--- src/rtl/fp64_mant_mul_seq.sv ---
// Sequential shift-add multiplier for 53-bit FP64 mantissas, valid/ready on both sides.
// Define FP64_MUL_RADIX4_EN to retire two multiplier bits per RUN cycle.
module fp64_mant_mul_seq #(
  parameter int MW = 53,
  parameter int EW = 13
) (
  input  logic            clk,
  input  logic            rst_n,
  input  logic            in_valid,
  output logic            in_ready,
  input  logic [MW-1:0]   ma,
  input  logic [MW-1:0]   mb,
  input  logic [EW-1:0]   exp_in,
  input  logic            sign_in,
  input  logic [2:0]      case_in,
  output logic            out_valid,
  input  logic            out_ready,
  output logic [2*MW-1:0] mproduct,
  output logic [EW-1:0]   exp_out,
  output logic            sign_out,
  output logic [2:0]      case_out,
  output logic            busy
);

  localparam int PW = 2 * MW;
`ifdef FP64_MUL_RADIX4_EN
  localparam int STEPS = (MW + 1) / 2;
  localparam int SH    = 2;
`else
  localparam int STEPS = MW;
  localparam int SH    = 1;
`endif
  localparam int CW = $clog2(STEPS + 1);

  typedef enum logic [1:0] {IDLE, RUN, DONE} state_t;

  state_t        state;
  logic [PW-1:0] acc;
  logic [PW-1:0] mcand;
  logic [MW-1:0] mplier;
  logic [CW-1:0] cnt;
  logic [PW-1:0] pp;
  logic [PW-1:0] acc_nxt;
  logic          bypass;

  // Partial product for the multiplier bit(s) retired this cycle; the sum never exceeds PW bits.
  always_comb begin
    pp = '0;
    if (mplier[0]) pp = mcand;
`ifdef FP64_MUL_RADIX4_EN
    if (mplier[1]) pp = pp + {mcand[PW-2:0], 1'b0};
`endif
    acc_nxt = acc + pp;
  end

  assign bypass = (case_in != 3'd0) || (ma == '0) || (mb == '0);

  always_ff @(posedge clk or negedge rst_n) begin
    if (!rst_n) begin
      state     <= IDLE;
      in_ready  <= 1'b1;
      out_valid <= 1'b0;
      busy      <= 1'b0;
      mproduct  <= '0;
      exp_out   <= '0;
      sign_out  <= 1'b0;
      case_out  <= 3'd0;
      acc       <= '0;
      mcand     <= '0;
      mplier    <= '0;
      cnt       <= '0;
    end else begin
      case (state)
        IDLE: begin
          if (in_valid && in_ready) begin
            exp_out  <= exp_in;
            sign_out <= sign_in;
            case_out <= case_in;
            in_ready <= 1'b0;
            busy     <= 1'b1;
            if (bypass) begin
              // Specials and zero operands skip the iteration entirely.
              mproduct  <= '0;
              out_valid <= 1'b1;
              state     <= DONE;
            end else begin
              acc    <= '0;
              mcand  <= {{MW{1'b0}}, ma};
              mplier <= mb;
              cnt    <= CW'(STEPS);
              state  <= RUN;
            end
          end
        end
        RUN: begin
          acc    <= acc_nxt;
          mcand  <= mcand << SH;
          mplier <= mplier >> SH;
          cnt    <= cnt - CW'(1);
          if (cnt == CW'(1)) begin
            mproduct  <= acc_nxt;
            out_valid <= 1'b1;
            state     <= DONE;
          end
        end
        DONE: begin
          if (out_ready) begin
            out_valid <= 1'b0;
            in_ready  <= 1'b1;
            busy      <= 1'b0;
            state     <= IDLE;
          end
        end
        default: begin
          state     <= IDLE;
          in_ready  <= 1'b1;
          out_valid <= 1'b0;
          busy      <= 1'b0;
        end
      endcase
    end
  end

endmodule

--- config.mk ---
export PLATFORM = sky130hd
export DESIGN_NAME = fp64_mant_mul_seq
export DESIGN_NICKNAME = d
export VERILOG_FILES = /design/src/rtl/fp64_mant_mul_seq.sv
export SDC_FILE = /design/constraint.sdc
export NUM_CORES = 1
export LEC_CHECK = 0
export BUFFER_PORTS_ARGS = -buffer_cell sky130_fd_sc_hd__buf_2
export CORE_MARGIN = 1
export CORE_UTILIZATION = 50
export CTS_CLUSTER_SIZE = 20
export DETAILED_ROUTE_END_ITERATION = 8
export HOLD_SLACK_MARGIN = 0.02
export PLACE_DENSITY_LB_ADDON = 0.15
export SLEW_MARGIN = 20
export SYNTH_ARGS = -nofsm -noshare
export SYNTH_HDL_FRONTEND = slang
export SYNTH_SLANG_ARGS = --single-unit
export TNS_END_PERCENT = 100
--- constraint.sdc ---
create_clock -name clk -period 5.9 [get_ports clk]
set_input_delay 0.59 -clock clk [delete_from_list [all_inputs] [get_ports clk]]
set_output_delay 0.59 -clock clk [all_outputs]
set_load 0.01 [all_outputs]
==> results of run 1 <==
[Yosys cell counts (4+ instances only)]
cell	number
a211oi_1	11
a21bo_2	4
a21boi_0	7
a21o_1	53
a21oi_1	157
a22o_1	116
a22oi_1	5
a31oi_1	15
and2_1	114
and3_1	9
and4_1	7
buf_1	8
buf_2	10
clkbuf_1	158
dfrtp_1	398
ha_1	107
inv_1	27
mux2_2	19
mux2i_1	110
nand2_1	488
nand2b_1	13
nand3_1	23
nand4_1	72
nor2_1	109
nor2b_1	11
nor3_1	35
nor4_1	34
o2111ai_1	5
o211ai_1	6
o21a_1	26
o21ai_0	274
o21ai_1	6
o21bai_1	29
o22ai_1	5
o31a_1	7
o31ai_1	16
o41ai_1	5
or2_2	11
or3_1	11
or4_1	5
xnor2_1	59
xor2_1	39
[power groups by stage]
stage	Sequential [mW]	Combinational [mW]	Clock, mW
5_1_grt	4.35	5.38	3.04
3_3_place_gp	4.24	4.70	0
4_1_cts	4.24	4.80	2.94
6_report	4.24	4.83	2.89
3_5_place_dp	4.27	4.79	0
2_1_floorplan	4.14	3.36	0
[flip-flops by register name (all words and copies together), names as in the netlist]
name	cells
acc	106
mcand	106
mproduct	106
mplier	53
exp_out	13
cnt	6
case_out	3
state	2
busy	1
in_ready	1
out_valid	1
sign_out	1
[routing by layer]
metal,GRT usage [%],up-vias,part of all wire [%]
met1,42.45,10217,45
li1,-,9896,-
met3,4.467,119,6.4
met2,47.18,712,45
met4,8.897,0,2.7
met5,0,-,0
[cell type report]
cell class | instances | area, um^2
Clock inverter | 23 | 246.5
Tap cell | 607 | 759.5
Inverter | 27 | 101.3
Sequential cell | 399 | 9987
Clock buffer | 59 | 1260
Multi-Input combinational cell | 2074 | 13080
Timing Repair Buffer | 270 | 1494
Fill cell | 4270 | 19820
[path summary, 6_finish.rpt]
path,startpoint,to,slack [ns],depth (start not counted)
worst max-delay path,mplier[0],mproduct[63],0.88,12
worst min-delay path,rst_n,mproduct[28],0.03,1
worst max register to register,mplier[0],mproduct[63],0.88,12
worst min register to register,mproduct[47],mproduct[47],0.47,2
max in group asynchronous,rst_n,mplier[0],4.45,2
min in group clk,exp_in[11],exp_out[11],0.24,2
[stage by stage]
step / instances / cell area (um^2) / hold WS, ns / setup WS [ns] / power [mW]
floorplan: 2678 / 23830 / 0.2944 / 2.373 / 7.501
global placement: 3377 / 25420 / 0.4559 / 0.9608 / 8.942
detailed placement: 3377 / 25420 / 0.4617 / 0.9852 / 9.055
CTS: 3459 / 26920 / 0.02865 / 0.9618 / 11.98
global route: 3459 / 26930 / 0.07818 / 0.7046 / 12.77
finish: 3459 / 26930 / 0.02917 / 0.8773 / 11.96
[logic make-up (layout without fill, tap and decap cells)]
kind of cell,count (synthesis),count (layout)
AND/OR/NAND/NOR,949,949
XOR/XNOR,98,98
buffers and inverters,205,379
multiplexers,129,129
flip-flops,399,399
AO/OA/AOI/OAI,790,790
adder cells (fa/ha/maj),108,108
[layout by cell type, fill, tap and decap left out, types with 12 or more instances in the layout]
cell type,Yosys,final
a22o_1,116,116
o31ai_1,16,16
ha_1,107,107
mux2_2,19,19
nand3_1,23,23
nor3_1,35,34
nor2_1,109,108
inv_1,27,27
a31oi_1,15,15
xor2_1,39,39
nor4_1,34,34
and2_1,114,114
nand2b_1,13,12
o21a_1,26,26
dfrtp_1,398,397
clkinv_2,0,12
buf_2,10,251
o21bai_1,29,29
o21ai_0,274,274
xnor2_1,59,59
mux2i_1,110,110
a21o_1,53,52
clkbuf_16,0,46
nand4_1,72,72
a21oi_1,157,157
nand2_1,488,488
[worst max-delay path: cells and delay by family (launching register included)]
kind / cells / cell delay (ns)
AO/OA/AOI/OAI: 8 / 2.60
flip-flops: 1 / 1.03
AND/OR/NAND/NOR: 2 / 0.58
multiplexers: 1 / 0.33
adder cells (fa/ha/maj): 1 / 0.31
==> qor.txt, run 1 <==
sw frac - 40.92%
internal power - 7.066 mW
Fmax achieved - 0.1991 GHz
gr usage total - 29.91%
vias in the first global route - 20,076
Post-Synth Simple-Gate Area - 18.48%
Pwr Density - 444.2 nW/um^2
Worst Path Arrival - 5.46 ns
syn avg cell area - 8.899 um^2
largest net degree at the start of global routing - 168
Yosys top cell by area - dfrtp_1
I/O pin cnt - 253
TNS Setup - 0 ns
die height - 220.3 um
Worst Path Required - 6.34 ns
Reg clk slew, reported paths - 0.06 ns
Post-Synth Adder-Cell Area - 5.702%
worst-margin pin slew - 1.026 ns
DR iter-0 viols - 1,822
Yosys reg bits - 399
Post-Synthesis Cells - 2,678
Post-Synth XOR/XNOR Area - 3.602%
P_sw - 4.895 mW
Synth cell types - 74
fin crit share - 85.13%
Core Region - 46,750 um^2
Min-Delay Path Class - in2async
DRT Wirelength - 72,580 um
CTS root buffer - clkbuf_16
row count - 79
EDFF count, synth - 0
worst skew pair latency - 0.59 ns
Synth Flop Type - dfrtp_1
Syn Nets - 2,913
CP Launch Type - flop
Area growth syn-to-layout - 13.00%
compound-cell area share of the yosys netlist - 21.46%
YS warnings - 0
CP max stage cell - dfrtp_2
routed len/inst - 20.98 um
WS Path Type - reg2reg
GR Overflow Total - 0
layout cells sized above 1 - 13.96%
DP HPWL - 53,400 um
first-pass GRT wire length - 113,200 um
CTS tree - built
Slew HR - 31.62%
Clock power frac - 24.1%
Max FO, Critical Path - 66
Synth top area share - 41.79%
Final Setup Violations - 0
Reg power frac - 35.4%
Nets - 3,052
# H-tree levels - 2
drt first pass iters - 9
max-slew violation count - 0
minimum clock period - 5.023 ns
sinks on the clock net - 399
initial antenna violation count - 0
leak pwr - 12.66 nW
Cell Chain, Critical Path - and2_1 -> ha_1 -> a21oi_1 -> a21boi_0 -> a211oi_1 -> a31oi_1 -> or2_2 -> a211oi_1 -> o21bai_1 -> a21oi_1 -> mux2i_1 -> o21ai_0
n_diodes - 0
post-cts resize count - 0
CTS Hold Bufs - 0
ANT nets after route - 0
RSZ-0062 raised after global routing - false
crit-path max cell delay - 1.03 ns
CTS Buffer Depth - 3
failing checks - design-rule violations
Util after Layout - 57.60%
Syn Std Cell Area - 23,830 um^2
crit end category - flop
Seq/Total Area, Yosys - 41.90%
Die ar. - 48,540 um^2
outcome - finished with violations
Final Hold Viols - 0
VDD IR max - 0.0003546 V
setup repair bufs after CTS - 0
DRC - 9
Via density - 6.055
Max-Cap Viols - 0
mux cell area share after synthesis - 5.518%
skew final - 0.02127 ns
port bufs - 252
largest family of logic cells by synthesized area - compound AO/OA/AOI/OAI gates
CTS buffer count - 45
vias post-DR - 20,944
Comb power frac - 40.4%
Post-synth ARST share - 100.0%
RePlAce Congestion - 0.9696
synth top area cells - dfrtp_1 42%, nand2_1 7.7%, o21ai_0 5.8%
starting density of the core - 50.97%
Die W - 220.3 um
(Power assumes the default switching activity.)
==> run 2, diff against run 1 <==
--- a/config.mk
+++ b/config.mk
@@ -6,8 +6,10 @@
 export NUM_CORES = 1
 export LEC_CHECK = 0
 export BUFFER_PORTS_ARGS = -buffer_cell sky130_fd_sc_hd__buf_2
+export CELL_PAD_IN_SITES_DETAIL_PLACEMENT = 1
+export CELL_PAD_IN_SITES_GLOBAL_PLACEMENT = 1
 export CORE_MARGIN = 1
-export CORE_UTILIZATION = 50
+export CORE_UTILIZATION = 49
 export CTS_CLUSTER_SIZE = 20
 export DETAILED_ROUTE_END_ITERATION = 8
 export HOLD_SLACK_MARGIN = 0.02
==> qor.txt, run 2 (synthesis results as in run 1) <==
CTS root buffer - clkbuf_16
Min-Delay Path Class - in2reg
Pwr Density - 452.7 nW/um^2
first-pass GRT wire length - 128,100 um
port bufs - 252
worst reg-to-reg path cell count - 13
FILL cells - 5,623
Via density - 6.136
worst-margin pin slew - 1.051 ns
GR Overflow Total - 0
outcome - finished clean
minimum clock period - 5.034 ns
# H-tree levels - 2
TNS Setup - 0 ns
RSZ-0062 raised after global routing - false
most frequent cells in the layout - 488 x nand2_1, 397 x dfrtp_1, 274 x o21ai_0
Fin Hold WS - 0.2374 ns
drt first pass iters - 5
crit path to - acc[70]
Worst Path Arrival - 5.50 ns
Max FO, Critical Path - 68
ANT nets after route - 0
initial antenna violation count - 0
die height - 222.5 um
Util after Layout - 56.34%
n_diodes - 0
Worst R2R End - acc[70]
Area growth syn-to-layout - 13.11%
CP Launch Type - flop
Fmax achieved - 0.1987 GHz
row count - 80
DRC - 0
gr usage total - 32.69%
multi-input combinational cell area - 13,080 um^2
post-cts resize count - 0
Worst Path Required - 6.37 ns
starting density of the core - 49.81%
hold depth - 2
RePlAce Congestion - 0.9437
crit end category - flop
Die W - 222.5 um
Reg clk slew, reported paths - 0.06 ns
sinks on the clock net - 399
Final Hold Viols - 0
Max-Cap Viols - 0
leak pwr - 12.65 nW
Crit Reg-Reg Startpoint - mplier[0]
CTS Buffer Depth - 3
Core Region - 47,850 um^2
DR iter-0 viols - 1,460
vias in the first global route - 22,292
I/O pin cnt - 253
WS Path Type - reg2reg
Die ar. - 49,520 um^2
CTS tree - built
Worst Setup SP - mplier[0]
commonest non-fill, non-tap cell in the layout - nand2_1
VDD IR max - 0.0002756 V
max-slew violation count - 0
Reg2Reg Setup Slack - 0.87 ns
Nets - 3,055
largest net degree at the start of global routing - 171
layout cells sized above 1 - 13.81%
Seq. cell area - 9987 um^2
vias post-DR - 21,279
Slew HR - 29.91%
fin crit share - 85.31%
routed len/inst - 23.34 um
Regs by FF count - acc (106), mcand (106), mproduct (106)
skew final - 0.01846 ns
DP HPWL - 60,650 um
worst skew pair latency - 0.59 ns
CTS buffer count - 45
Final Setup Violations - 0
DRT Wirelength - 80,930 um
==> run 2: cell count changes in the layout (fill, tap and decap cells not counted), sizes merged <==
| cell | change |
|---|---|
| buf | +2 |
| inv | -3 |
| clkinvlp | +1 |
| clkinv | -7 |
| dlygate4sd3 | +1 |
| clkbuf | +7 |
==> run 2: layout make-up <==
| class | count | area share [%] |
|---|---|---|
| multi-input cells | 2074 | 48.53 |
| clock buffers | 66 | 4.883 |
| repair buffers | 273 | 5.589 |
| flip-flops and latches | 399 | 37.05 |
| clock inverters | 14 | 0.7148 |
| well taps | 615 | 2.855 |
| inverters | 27 | 0.3760 |
==> run 2: metal layers <==
layer / share of wire [%] / global-route usage [%] / routed length [um]
met4: 3.3 / 11.15 / 2650
met5: 0 / 0 / 0
met2: 46 / 52.24 / 37190
met3: 5.7 / 5.118 / 4625
met1: 45 / 45.16 / 36460
==> run 2: report_power, final <==
group          internal, mW  leakage [nW]  switching [mW]  total (mW)
registers              3.59          5.18           0.661        4.25
logic                  1.79          6.74            3.25        5.05
clock network          1.72         0.732            1.19        2.91
==> run 2: timing repair <==
action / in CTS / in global routing
hold buffers: 1 / 0
hold endpoints to repair: 62 / 0
setup buffers: 0 / 0
==> run 2: per-stage QoR <==
stage / std cells / total power [mW] / setup WS (ns) / cell area [um^2]
floorplan: 2678 / 7.501 / 2.373 / 23830
global placement: 3387 / 9.018 / 1.161 / 25430
detailed placement: 3387 / 9.259 / 1.023 / 25430
CTS: 3468 / 12.22 / 0.9649 / 26950
global route: 3468 / 12.97 / 0.6433 / 26960
finish: 3468 / 12.20 / 0.8665 / 26960
==> run 2: worst min-delay path by stage <==
stage	startpoint	to	slack, ns
4_1_cts	sign_in	sign_out	0.21
2_1_floorplan	rst_n	acc[0]	0.29
6_report	exp_in[1]	exp_out[1]	0.24
3_5_place_dp	mproduct[49]	mproduct[49]	0.46
3_3_place_gp	mproduct[56]	mproduct[56]	0.46
5_1_grt	exp_in[11]	exp_out[11]	0.24
==> run 2: worst max-delay path, cell delays in order (launching register included) <==
cell,delay (ns)
dfrtp_2,0.75
buf_4,0.61
and2_1,0.23
ha_1,0.29
a21oi_1,0.27
nor3_1,0.08
o31a_1,0.28
o311a_1,0.38
a221oi_2,0.47
a21oi_2,0.17
a221oi_4,0.74
o21ai_0,0.20
xor2_1,0.20
a22o_1,0.21
